--- src/rtl/id_ex_reg_pkg.sv ---
// ---------------------------------------------------------------------------
// id_ex_reg_pkg
// Shared constants and types for the ID/EX pipeline register and its
// EX-stage forwarding select generator.
//   - fwd_sel_t / FWD_* : encodings of the EX operand 4:1 mux select
//   - NOP_INSTR         : instruction word presented by a bubble or reset
//   - TNEW_W / tnew_t   : width of the Tnew ("cycles until result") field
//   - tnew_age()        : Tnew one stage later, saturating at zero
// ---------------------------------------------------------------------------
package id_ex_reg_pkg;

    localparam int TNEW_W = 2;

    typedef logic [1:0]        fwd_sel_t;
    typedef logic [TNEW_W-1:0] tnew_t;

    localparam fwd_sel_t FWD_REG = 2'b00;  // latched register-file value
    localparam fwd_sel_t FWD_MEM = 2'b01;  // MEM-stage result
    localparam fwd_sel_t FWD_WB  = 2'b10;  // WB-stage write data
    // 2'b11 is reserved and never produced.

    localparam logic [31:0] NOP_INSTR = 32'h0000_0000;

    // Tnew counts down by one per stage; a result that is already ready
    // (Tnew = 0) stays ready rather than wrapping.
    function automatic tnew_t tnew_age(input tnew_t t);
        return (t == '0) ? '0 : t - tnew_t'(1);
    endfunction

endpackage

--- src/rtl/id_ex_reg_if.sv ---
// ---------------------------------------------------------------------------
// id_ex_reg_if
// Bundle between the ID stage / hazard unit and the ID/EX register.
//   stall, flush              : edge-sampled flow control
//   d_*                       : decoded instruction from ID
//   m_wr_addr, m_tnew         : MEM-stage destination and Tnew
//   w_wr_addr                 : WB-stage destination
//   e_valid, e_*              : latched instruction presented to EX
//   fwd_rs_sel, fwd_rt_sel    : EX operand mux selects
// Modports:
//   master : the surrounding pipeline (drives d_*/m_*/w_*, stall, flush)
//   slave  : the ID/EX register itself
// ---------------------------------------------------------------------------
interface id_ex_reg_if #(
    parameter int CTRL_W = 16
);
    import id_ex_reg_pkg::*;

    logic              stall;
    logic              flush;

    logic [31:0]       d_pc;
    logic [31:0]       d_instr;
    logic [31:0]       d_rs_data;
    logic [31:0]       d_rt_data;
    logic [31:0]       d_ext_imm;
    logic [4:0]        d_rs_addr;
    logic [4:0]        d_rt_addr;
    logic [4:0]        d_wr_addr;
    tnew_t             d_tnew;
    logic [CTRL_W-1:0] d_ctrl;

    logic [4:0]        m_wr_addr;
    tnew_t             m_tnew;
    logic [4:0]        w_wr_addr;

    logic              e_valid;
    logic [31:0]       e_pc;
    logic [31:0]       e_instr;
    logic [31:0]       e_rs_data;
    logic [31:0]       e_rt_data;
    logic [31:0]       e_ext_imm;
    logic [4:0]        e_rs_addr;
    logic [4:0]        e_rt_addr;
    logic [4:0]        e_wr_addr;
    tnew_t             e_tnew;
    logic [CTRL_W-1:0] e_ctrl;

    fwd_sel_t          fwd_rs_sel;
    fwd_sel_t          fwd_rt_sel;

    modport master (
        output stall, flush,
        output d_pc, d_instr, d_rs_data, d_rt_data, d_ext_imm,
        output d_rs_addr, d_rt_addr, d_wr_addr, d_tnew, d_ctrl,
        output m_wr_addr, m_tnew, w_wr_addr,
        input  e_valid, e_pc, e_instr, e_rs_data, e_rt_data, e_ext_imm,
        input  e_rs_addr, e_rt_addr, e_wr_addr, e_tnew, e_ctrl,
        input  fwd_rs_sel, fwd_rt_sel
    );

    modport slave (
        input  stall, flush,
        input  d_pc, d_instr, d_rs_data, d_rt_data, d_ext_imm,
        input  d_rs_addr, d_rt_addr, d_wr_addr, d_tnew, d_ctrl,
        input  m_wr_addr, m_tnew, w_wr_addr,
        output e_valid, e_pc, e_instr, e_rs_data, e_rt_data, e_ext_imm,
        output e_rs_addr, e_rt_addr, e_wr_addr, e_tnew, e_ctrl,
        output fwd_rs_sel, fwd_rt_sel
    );

endinterface

--- src/rtl/id_ex_reg_fwd_sel.sv ---
// ---------------------------------------------------------------------------
// fwd_sel
// Combinational forwarding select for one EX source operand.
// Ports:
//   i_src_addr  : source register number latched in EX
//   i_m_wr_addr : MEM-stage destination register
//   i_m_tnew    : MEM-stage Tnew (0 = result available now)
//   i_w_wr_addr : WB-stage destination register
//   o_sel       : FWD_REG / FWD_MEM / FWD_WB
// MEM beats WB; $0 never forwards. A MEM match whose result is not yet
// ready blocks the WB path (the older WB value would be stale) and yields
// FWD_REG; the stall unit keeps EX from consuming that case.
// ---------------------------------------------------------------------------
module fwd_sel
    import id_ex_reg_pkg::*;
(
    input  logic [4:0] i_src_addr,
    input  logic [4:0] i_m_wr_addr,
    input  tnew_t      i_m_tnew,
    input  logic [4:0] i_w_wr_addr,
    output fwd_sel_t   o_sel
);

    logic w_src_live;
    logic w_m_hit;
    logic w_w_hit;

    assign w_src_live = (i_src_addr != 5'd0);
    assign w_m_hit    = w_src_live && (i_src_addr == i_m_wr_addr);
    assign w_w_hit    = w_src_live && (i_src_addr == i_w_wr_addr);

    always_comb begin
        o_sel = FWD_REG;
        if (w_m_hit) begin
            o_sel = (i_m_tnew == '0) ? FWD_MEM : FWD_REG;
        end else if (w_w_hit) begin
            o_sel = FWD_WB;
        end
    end

endmodule

--- src/rtl/id_ex_reg.sv ---
// ---------------------------------------------------------------------------
// id_ex_reg
// ID/EX pipeline register of the five-stage MIPS core plus the EX-stage
// forwarding select generator.
// Ports:
//   clk    : rising-edge clock
//   reset  : synchronous active-high reset (clears every register)
//   bus    : id_ex_reg_if.slave (stall/flush, d_*, m_*/w_*, e_*, selects)
// Edge priority: reset > stall > flush > load.
//   stall : everything holds (a simultaneous flush is dropped so the held
//           instruction still completes)
//   flush : bubble; only e_pc is loaded so the PC stays traceable
//   load  : all fields from d_*, e_valid=1, Tnew aged by one stage
// Configuration macro: ID_EX_FWD_EN
//   defined   : fwd_rs_sel / fwd_rt_sel from the MEM/WB match rules
//   undefined : both selects tied to FWD_REG; m_*/w_* inputs ignored
// ---------------------------------------------------------------------------
module id_ex_reg
    import id_ex_reg_pkg::*;
#(
    parameter int CTRL_W = 16
) (
    input  logic        clk,
    input  logic        reset,
    id_ex_reg_if.slave  bus
);

    logic              r_valid;
    logic [31:0]       r_pc;
    logic [31:0]       r_instr;
    logic [31:0]       r_rs_data;
    logic [31:0]       r_rt_data;
    logic [31:0]       r_ext_imm;
    logic [4:0]        r_rs_addr;
    logic [4:0]        r_rt_addr;
    logic [4:0]        r_wr_addr;
    tnew_t             r_tnew;
    logic [CTRL_W-1:0] r_ctrl;

    always_ff @(posedge clk) begin
        if (reset) begin
            r_valid   <= 1'b0;
            r_pc      <= '0;
            r_instr   <= NOP_INSTR;
            r_rs_data <= '0;
            r_rt_data <= '0;
            r_ext_imm <= '0;
            r_rs_addr <= '0;
            r_rt_addr <= '0;
            r_wr_addr <= '0;
            r_tnew    <= '0;
            r_ctrl    <= '0;
        end else if (bus.stall) begin
            // hold: no assignment
        end else if (bus.flush) begin
            // Zeroed source addresses force both selects back to FWD_REG.
            r_valid   <= 1'b0;
            r_pc      <= bus.d_pc;
            r_instr   <= NOP_INSTR;
            r_rs_data <= '0;
            r_rt_data <= '0;
            r_ext_imm <= '0;
            r_rs_addr <= '0;
            r_rt_addr <= '0;
            r_wr_addr <= '0;
            r_tnew    <= '0;
            r_ctrl    <= '0;
        end else begin
            r_valid   <= 1'b1;
            r_pc      <= bus.d_pc;
            r_instr   <= bus.d_instr;
            r_rs_data <= bus.d_rs_data;
            r_rt_data <= bus.d_rt_data;
            r_ext_imm <= bus.d_ext_imm;
            r_rs_addr <= bus.d_rs_addr;
            r_rt_addr <= bus.d_rt_addr;
            r_wr_addr <= bus.d_wr_addr;
            r_tnew    <= tnew_age(bus.d_tnew);
            r_ctrl    <= bus.d_ctrl;
        end
    end

    assign bus.e_valid   = r_valid;
    assign bus.e_pc      = r_pc;
    assign bus.e_instr   = r_instr;
    assign bus.e_rs_data = r_rs_data;
    assign bus.e_rt_data = r_rt_data;
    assign bus.e_ext_imm = r_ext_imm;
    assign bus.e_rs_addr = r_rs_addr;
    assign bus.e_rt_addr = r_rt_addr;
    assign bus.e_wr_addr = r_wr_addr;
    assign bus.e_tnew    = r_tnew;
    assign bus.e_ctrl    = r_ctrl;

`ifdef ID_EX_FWD_EN
    // Index 0 = rs operand, index 1 = rt operand; identical rules.
    logic [4:0] w_src_addr [2];
    fwd_sel_t   w_sel      [2];

    assign w_src_addr[0] = r_rs_addr;
    assign w_src_addr[1] = r_rt_addr;

    generate
        for (genvar gi = 0; gi < 2; gi++) begin : g_fwd
            fwd_sel u_fwd_sel (
                .i_src_addr  (w_src_addr[gi]),
                .i_m_wr_addr (bus.m_wr_addr),
                .i_m_tnew    (bus.m_tnew),
                .i_w_wr_addr (bus.w_wr_addr),
                .o_sel       (w_sel[gi])
            );
        end
    endgenerate

    assign bus.fwd_rs_sel = w_sel[0];
    assign bus.fwd_rt_sel = w_sel[1];
`else
    // Without forwarding the hazard unit stalls every RAW dependence, so
    // EX always reads the latched register value.
    assign bus.fwd_rs_sel = FWD_REG;
    assign bus.fwd_rt_sel = FWD_REG;

    logic w_unused_fwd_inputs;
    assign w_unused_fwd_inputs = ^{bus.m_wr_addr, bus.m_tnew, bus.w_wr_addr};
`endif

endmodule
--- src/flat_wrapper.sv ---
// flat-port wrapper written by rule: the top's interface ports become plain ports
module id_ex_reg_flat import id_ex_reg_pkg::*;
#(
    parameter int CTRL_W = 16
)
  (clk, reset, bus_stall, bus_flush, bus_d_pc, bus_d_instr, bus_d_rs_data, bus_d_rt_data, bus_d_ext_imm, bus_d_rs_addr, bus_d_rt_addr, bus_d_wr_addr, bus_d_tnew, bus_d_ctrl, bus_m_wr_addr, bus_m_tnew, bus_w_wr_addr, bus_e_valid, bus_e_pc, bus_e_instr, bus_e_rs_data, bus_e_rt_data, bus_e_ext_imm, bus_e_rs_addr, bus_e_rt_addr, bus_e_wr_addr, bus_e_tnew, bus_e_ctrl, bus_fwd_rs_sel, bus_fwd_rt_sel);
  id_ex_reg_if #(.CTRL_W(CTRL_W)) bus_i ();
  input  logic clk;
  input  logic reset;
  input wire logic [$bits(bus_i.stall)-1:0] bus_stall;
  input wire logic [$bits(bus_i.flush)-1:0] bus_flush;
  input wire logic [$bits(bus_i.d_pc)-1:0] bus_d_pc;
  input wire logic [$bits(bus_i.d_instr)-1:0] bus_d_instr;
  input wire logic [$bits(bus_i.d_rs_data)-1:0] bus_d_rs_data;
  input wire logic [$bits(bus_i.d_rt_data)-1:0] bus_d_rt_data;
  input wire logic [$bits(bus_i.d_ext_imm)-1:0] bus_d_ext_imm;
  input wire logic [$bits(bus_i.d_rs_addr)-1:0] bus_d_rs_addr;
  input wire logic [$bits(bus_i.d_rt_addr)-1:0] bus_d_rt_addr;
  input wire logic [$bits(bus_i.d_wr_addr)-1:0] bus_d_wr_addr;
  input wire logic [$bits(bus_i.d_tnew)-1:0] bus_d_tnew;
  input wire logic [$bits(bus_i.d_ctrl)-1:0] bus_d_ctrl;
  input wire logic [$bits(bus_i.m_wr_addr)-1:0] bus_m_wr_addr;
  input wire logic [$bits(bus_i.m_tnew)-1:0] bus_m_tnew;
  input wire logic [$bits(bus_i.w_wr_addr)-1:0] bus_w_wr_addr;
  output wire logic [$bits(bus_i.e_valid)-1:0] bus_e_valid;
  output wire logic [$bits(bus_i.e_pc)-1:0] bus_e_pc;
  output wire logic [$bits(bus_i.e_instr)-1:0] bus_e_instr;
  output wire logic [$bits(bus_i.e_rs_data)-1:0] bus_e_rs_data;
  output wire logic [$bits(bus_i.e_rt_data)-1:0] bus_e_rt_data;
  output wire logic [$bits(bus_i.e_ext_imm)-1:0] bus_e_ext_imm;
  output wire logic [$bits(bus_i.e_rs_addr)-1:0] bus_e_rs_addr;
  output wire logic [$bits(bus_i.e_rt_addr)-1:0] bus_e_rt_addr;
  output wire logic [$bits(bus_i.e_wr_addr)-1:0] bus_e_wr_addr;
  output wire logic [$bits(bus_i.e_tnew)-1:0] bus_e_tnew;
  output wire logic [$bits(bus_i.e_ctrl)-1:0] bus_e_ctrl;
  output wire logic [$bits(bus_i.fwd_rs_sel)-1:0] bus_fwd_rs_sel;
  output wire logic [$bits(bus_i.fwd_rt_sel)-1:0] bus_fwd_rt_sel;
  assign bus_i.stall = bus_stall;
  assign bus_i.flush = bus_flush;
  assign bus_i.d_pc = bus_d_pc;
  assign bus_i.d_instr = bus_d_instr;
  assign bus_i.d_rs_data = bus_d_rs_data;
  assign bus_i.d_rt_data = bus_d_rt_data;
  assign bus_i.d_ext_imm = bus_d_ext_imm;
  assign bus_i.d_rs_addr = bus_d_rs_addr;
  assign bus_i.d_rt_addr = bus_d_rt_addr;
  assign bus_i.d_wr_addr = bus_d_wr_addr;
  assign bus_i.d_tnew = bus_d_tnew;
  assign bus_i.d_ctrl = bus_d_ctrl;
  assign bus_i.m_wr_addr = bus_m_wr_addr;
  assign bus_i.m_tnew = bus_m_tnew;
  assign bus_i.w_wr_addr = bus_w_wr_addr;
  assign bus_e_valid = bus_i.e_valid;
  assign bus_e_pc = bus_i.e_pc;
  assign bus_e_instr = bus_i.e_instr;
  assign bus_e_rs_data = bus_i.e_rs_data;
  assign bus_e_rt_data = bus_i.e_rt_data;
  assign bus_e_ext_imm = bus_i.e_ext_imm;
  assign bus_e_rs_addr = bus_i.e_rs_addr;
  assign bus_e_rt_addr = bus_i.e_rt_addr;
  assign bus_e_wr_addr = bus_i.e_wr_addr;
  assign bus_e_tnew = bus_i.e_tnew;
  assign bus_e_ctrl = bus_i.e_ctrl;
  assign bus_fwd_rs_sel = bus_i.fwd_rs_sel;
  assign bus_fwd_rt_sel = bus_i.fwd_rt_sel;
  id_ex_reg #(.CTRL_W(CTRL_W)) u_core (.clk(clk), .reset(reset), .bus(bus_i));
endmodule
--- config.mk ---
export PLATFORM = sky130hd
export DESIGN_NAME = id_ex_reg_flat
export DESIGN_NICKNAME = d
export VERILOG_FILES = /design/src/rtl/id_ex_reg_pkg.sv /design/src/rtl/id_ex_reg_if.sv /design/src/rtl/id_ex_reg_fwd_sel.sv /design/src/rtl/id_ex_reg.sv /design/src/flat_wrapper.sv
export SDC_FILE = /design/constraint.sdc
export NUM_CORES = 1
export LEC_CHECK = 0
export ABC_AREA = 1
export CORE_AREA = 2 2 159 161
export DETAILED_ROUTE_END_ITERATION = 12
export DIE_AREA = 0 0 161 163
export PLACE_DENSITY_LB_ADDON = 0.08
export SLEW_MARGIN = 5
export SYNTH_ARGS = -nofsm -noshare
export SYNTH_HDL_FRONTEND = slang
export SYNTH_SLANG_ARGS = --single-unit
--- constraint.sdc ---
create_clock -name clk -period 1.2 [get_ports clk]
set_input_delay 0.12 -clock clk [delete_from_list [all_inputs] [get_ports clk]]
set_output_delay 0.12 -clock clk [all_outputs]
set_load 0.01 [all_outputs]
==> metrics.txt, run 1 <==
WL per Instance around 16 um; Tot GR Track Use 18.16%; sequential share of the synthesized area between 50 and 60%; Vias/cell approximately 4.3; Crit path arrival time 1040 ps; area leader, netlist dfxtp_1; Cell Pwr Density between 1000 and 1500 nW/um^2; Starting Density between 20% and 30%; CP cell instances clkdlybuf4s15_1; #FFs+latches synth roughly 190; VDD IR max ~0.7 mV; Cells on Worst Hold Path 2; Finish-stage setup viols 0; Worst Setup End Kind primary output; Inst Count DP 1527; Finished Cell Area 11230 sq um; commonest non-fill, non-tap cells in the layout nand2_1, a21oi_1, clkdlybuf4s50_1, dfxtp_1, clkdlybuf4s15_1; Worst-path clk slew around 70 ps; layout cells sized above 1 9.528%; global-route wire length before repair 37140 um; register area 3884 sq um; setup_tns 0 ps; CTS tree yes; CP startpoint u_core.bus.e_rs_addr[3]$_SDFFE_PP0N_; Remaining DRCs 0; CP startpoint kind register; Num CTS Buffers 17; total power 14.31 mW; Max FO, Critical Path 2; Crit path max-delay family flip-flops; Post-DP HPWL approximately 17000 um; Crit Path Class register to primary output; IO Port Bufs 390; Hold WS around 22 ps; vias 6746; die width roughly 160 um; global route total overflow 0; worst-skew pair later-pin latency between 400 and 500 ps; Achievable Freq between 800 and 900 MHz; DIE AREA 26240 sq um; r2r setup slk 580 ps; cell row count between 50 and 60; Hold EP u_core.bus.e_valid$_SDFFE_PP0N_; clock sink total between 150 and 200; CP max-delay cell dfxtp_1; Critical Path Max Stage Delay between 300 and 400 ps; drt first pass iters 4; DR iter-0 viols about 330; HP Start reset; Worst EP required roughly 1100 ps; vias in the first global route roughly 6500; LEAKAGE around 4.5 nW; largest cells by area after synthesis dfxtp_1, nand2_1, a21oi_1, buf_2, buf_4; hold-fix buffer count after cts 0; # fillers 2529; chip height around 160 um; Hold WC Path Type primary input to register; status completed; Post-DP Area 11000 sq um; max-cap violations 0; largest net degree at the start of global routing between 50 and 60; ANT nets after route 0; clk_skew 0 ps; WP buf/inv 1; post-CTS sizing about 270; fin crit period roughly 1200 ps; routed wire length around 24000 um; Synth Warn # 0; Root Driver clkbuf_16; initial antenna violation count 1; R2R Path End u_core.bus.e_instr[11]$_SDFFE_PP0N_; # IOs about 410; CTS H-Tree Depth 4; mapped cell area between 6000 and 7000 sq um; Worst R2R Path Depth 2; top cell type's share of synthesized area 58.03%; GP Congestion approximately 0.76; multi-input logic area between 2000 and 2500 sq um; Fin. Hold Viols 0; Syn Area/Cell between 7 and 8 sq um; setup bufs post-CTS 0; Final Non-Filler Cells about 1600; Syn-to-layout area delta 67.81%; RSZ-0062 raised after global routing false; post-synth cell types 12; fin crit share a little over nine tenths; core area roughly 25000 sq um; R2R Path Start u_core.bus.e_instr[11]$_SDFFE_PP0N_; Synth Instances 850; Nets 1425; Final Slew Violations 0; commonest non-fill, non-tap cell in the layout nand2_1; Clock Path Buffers 2
## sequential cells by signal, summed over array words and instances (netlist names)
register              flops
u_core.bus.e_rt_addr      5
u_core.bus.e_wr_addr      5
u_core.bus.e_ctrl        16
u_core.bus.e_rs_data     32
u_core.bus.e_tnew         2
u_core.bus.e_instr       32
u_core.bus.e_rs_addr      5
u_core.bus.e_valid        1
u_core.bus.e_rt_data     32
u_core.bus.e_pc          32
u_core.bus.e_ext_imm     32
## per-stage QoR
step | util [%] | worst slack (ps)
final | 45.52 | 37.54
after global routing | 45.52 | 0.07028
after CTS | 46.23 | 0.1753
after detailed placement | 44.56 | -253.8
after global placement | 44.56 | -228.2
after floorplan | - | 270.4
## cell usage after synthesis
library cell / count
nand2_1: 387
a21oi_1: 194
dfxtp_1: 194
buf_2: 28
clkbuf_1: 20
buf_4: 10
buf_1: 8
inv_1: 3
buf_6: 2
nor2_1: 2
conb_1: 1
nor2_8: 1
## layer usage
| metal | GRT usage, % | part of all wire (%) |
|---|---|---|
| met5 | 0 | 0 |
| met4 | 6.169 | 1.9 |
| met2 | 29.71 | 46 |
| met1 | 21.98 | 42 |
| met3 | 6.875 | 9.6 |
## how the worst max path moves through the flow
stage	end	cells past startpoint
2_1_floorplan	u_core.bus.e_ext_imm[0]$_SDFFE_PP0N_	6
3_5_place_dp	u_core.bus.e_rs_data[7]$_SDFFE_PP0N_	5
4_1_cts	bus_e_rs_data[30]	1
5_1_grt	bus_e_pc[14]	1
3_3_place_gp	u_core.bus.e_ctrl[15]$_SDFFE_PP0N_	5
6_report	bus_e_rs_addr[3]	1
## final cells by class
class	count	area share [%]
timing repair buffer	412	34.68
sequential	194	34.58
inverter	3	0.1003
tap	330	3.676
clock inverter	13	1.070
multi-input combinational	588	21.96
antenna	1	0.02228
clock buffer	18	3.910
## report_power, final
group	internal, mW	switching (mW)	total [mW]
Clock	2.79	2.77	5.56
Combinational	1.07	0.865	1.93
Sequential	6.70	0.126	6.82
## cell families (layout without fill, tap and decap cells)
| kind of cell | Yosys count | after routing | synth area share (%) |
|---|---|---|---|
| AO/OA/AOI/OAI | 194 | 194 | 14.51 |
| other | 1 | 5 | 0.05603 |
| flip-flops | 194 | 194 | 58.03 |
| AND/OR/NAND/NOR | 390 | 390 | 22.12 |
| buffers and inverters | 71 | 446 | 5.291 |
Power figures use the tool's default switching activity.
==> run 2: changes to the inputs <==
- HOLD_SLACK_MARGIN: not set -> 0.1
==> metrics.txt, run 2 (synthesized netlist as in run 1, its figures left out) <==
status completed; GP Congestion between 0.7 and 0.8; clock share of power about 39%; CP cell instances clkdlybuf4s15_1; setup_tns 0 ps; drt first pass iters 4; Tot GR Track Use between 10% and 20%; WL per Instance 15.55 um; Clock Path Buffers 2; clk_skew 0 ps; RSZ-0062 raised after global routing false; vias a little under 7000; die width 161 um; fin crit share between 90% and 100%; clock sink total slightly below 200; VDD IR max between 0.7 and 0.8 mV; Worst-path clk slew 70 ps; chip height approximately 160 um; CTS H-Tree Depth 4; Comb power frac 13.5%; utilization after layout between 40% and 50%; Worst Setup End Kind primary output; Root Driver clkbuf_16; worst-skew pair later-pin latency between 400 and 500 ps; Worst EP required approximately 1100 ps; # fillers 2528; Critical Path Max Stage Delay around 330 ps; WP buf/inv 1; Cell Pwr Density approximately 1300 nW/um^2; Achievable Freq roughly 860 MHz; DIE AREA 26240 sq um; Finish-stage setup viols 0; routed wire length roughly 24000 um; layout cells sized above 1 9.520%; Inst Count DP 1527; commonest non-fill, non-tap cell in the layout nand2_1; global route total overflow 0; CTS tree yes; Fin. Hold Viols 0; largest net degree at the start of global routing 57; Remaining DRCs 0; Final Non-Filler Cells ~1600; Nets approximately 1400; share of total power in sequential cells between 40% and 50%; fin crit period ~1200 ps; initial antenna violation count 1; DR iter-0 viols between 300 and 400; cell row count 58; CP startpoint kind register; Num CTS Buffers 17; NetSw between 3 and 4 mW; commonest non-fill, non-tap cells in the layout nand2_1, a21oi_1, clkdlybuf4s50_1, dfxtp_1, clkdlybuf4s15_1; Vias/cell roughly 4.3; IO Port Bufs between 300 and 400; Final Slew Violations 0; Final WS setup between 30 and 40 ps; global-route wire length before repair between 30000 and 40000 um; Starting Density a little over a quarter; LEAKAGE about 4.5 nW; Max FO, Critical Path 2; total power between 10 and 15 mW; Post-DP HPWL roughly 17000 um; core area between 20000 and 25000 sq um; register area 3884 sq um; Crit Path Class register to primary output; CP max-delay cell dfxtp_1; multi-input logic area 2466 sq um; # IOs 407; Crit path arrival time approximately 1000 ps; Syn-to-layout area delta 67.96%; vias in the first global route approximately 6500; Internal Power around 11 mW; Sw Share 26.25%; max-cap violations 0; Crit path max-delay family flip-flops; DP Worst Slack -253.8 ps; ANT nets after route 0; Hold WC Path Type primary input to register
[run 2: changes by cell type in the layout (fill, tap and decap cells not counted), sizes merged]
cell,delta
dlygate4sd3,+1
[run 2: repair_timing]
item	CTS	global route
buffers inserted	0	0
hold buffers	1	0
gates resized for setup	269	156
endpoints found under the setup margin	194	139
hold endpoints to repair	12	0
[run 2: layout make-up]
| cell class | instances | area share, % |
|---|---|---|
| timing repair buffer | 413 | 34.74 |
| tap | 330 | 3.673 |
| sequential | 194 | 34.55 |
| inverter | 3 | 0.1002 |
| clock inverter | 13 | 1.069 |
| multi-input combinational | 588 | 21.94 |
| antenna | 1 | 0.02226 |
| clock buffer | 18 | 3.907 |
[run 2: path summary, 6_finish.rpt]
check	startpoint	endpoint	slack, ps	depth (start not counted)
min	bus_stall	u_core.bus.e_rs_data[30]$_SDFFE_PP0N_	190	4
max	u_core.bus.e_rs_addr[3]$_SDFFE_PP0N_	bus_e_rs_addr[3]	40	1
min reg2reg	u_core.bus.e_ext_imm[24]$_SDFFE_PP0N_	u_core.bus.e_ext_imm[24]$_SDFFE_PP0N_	450	2
max reg2reg	u_core.bus.e_instr[11]$_SDFFE_PP0N_	u_core.bus.e_instr[11]$_SDFFE_PP0N_	580	2
[run 2: through the flow]
step                      hold slack, ps  cell area, sq um
final                              187.4             11240
after global routing               181.1             11240
after CTS                          168.9             11420
after detailed placement           448.3             11000
after global placement             446.2             11000
after floorplan                    262.9              6704
[run 2: power groups by stage]
| stage | combinational [mW] | clock, mW | sequential (mW) |
|---|---|---|---|
| after global routing | 2.11 | 6.04 | 6.86 |
| after global placement | 2.13 | 0 | 6.97 |
| final | 1.93 | 5.55 | 6.82 |
| after CTS | 1.99 | 5.78 | 6.82 |
| after floorplan | 0.583 | 0 | 7.10 |
| after detailed placement | 2.13 | 0 | 6.97 |
[run 2: routing by layer]
layer  up-vias  global-route usage, %  wire (um)
li1       3437                      -          -
met4         0                  6.169        465
met1      3023                  22.00      10260
met3        30                  6.875       2303
met5         -                      0          0
met2       270                  29.71      11230
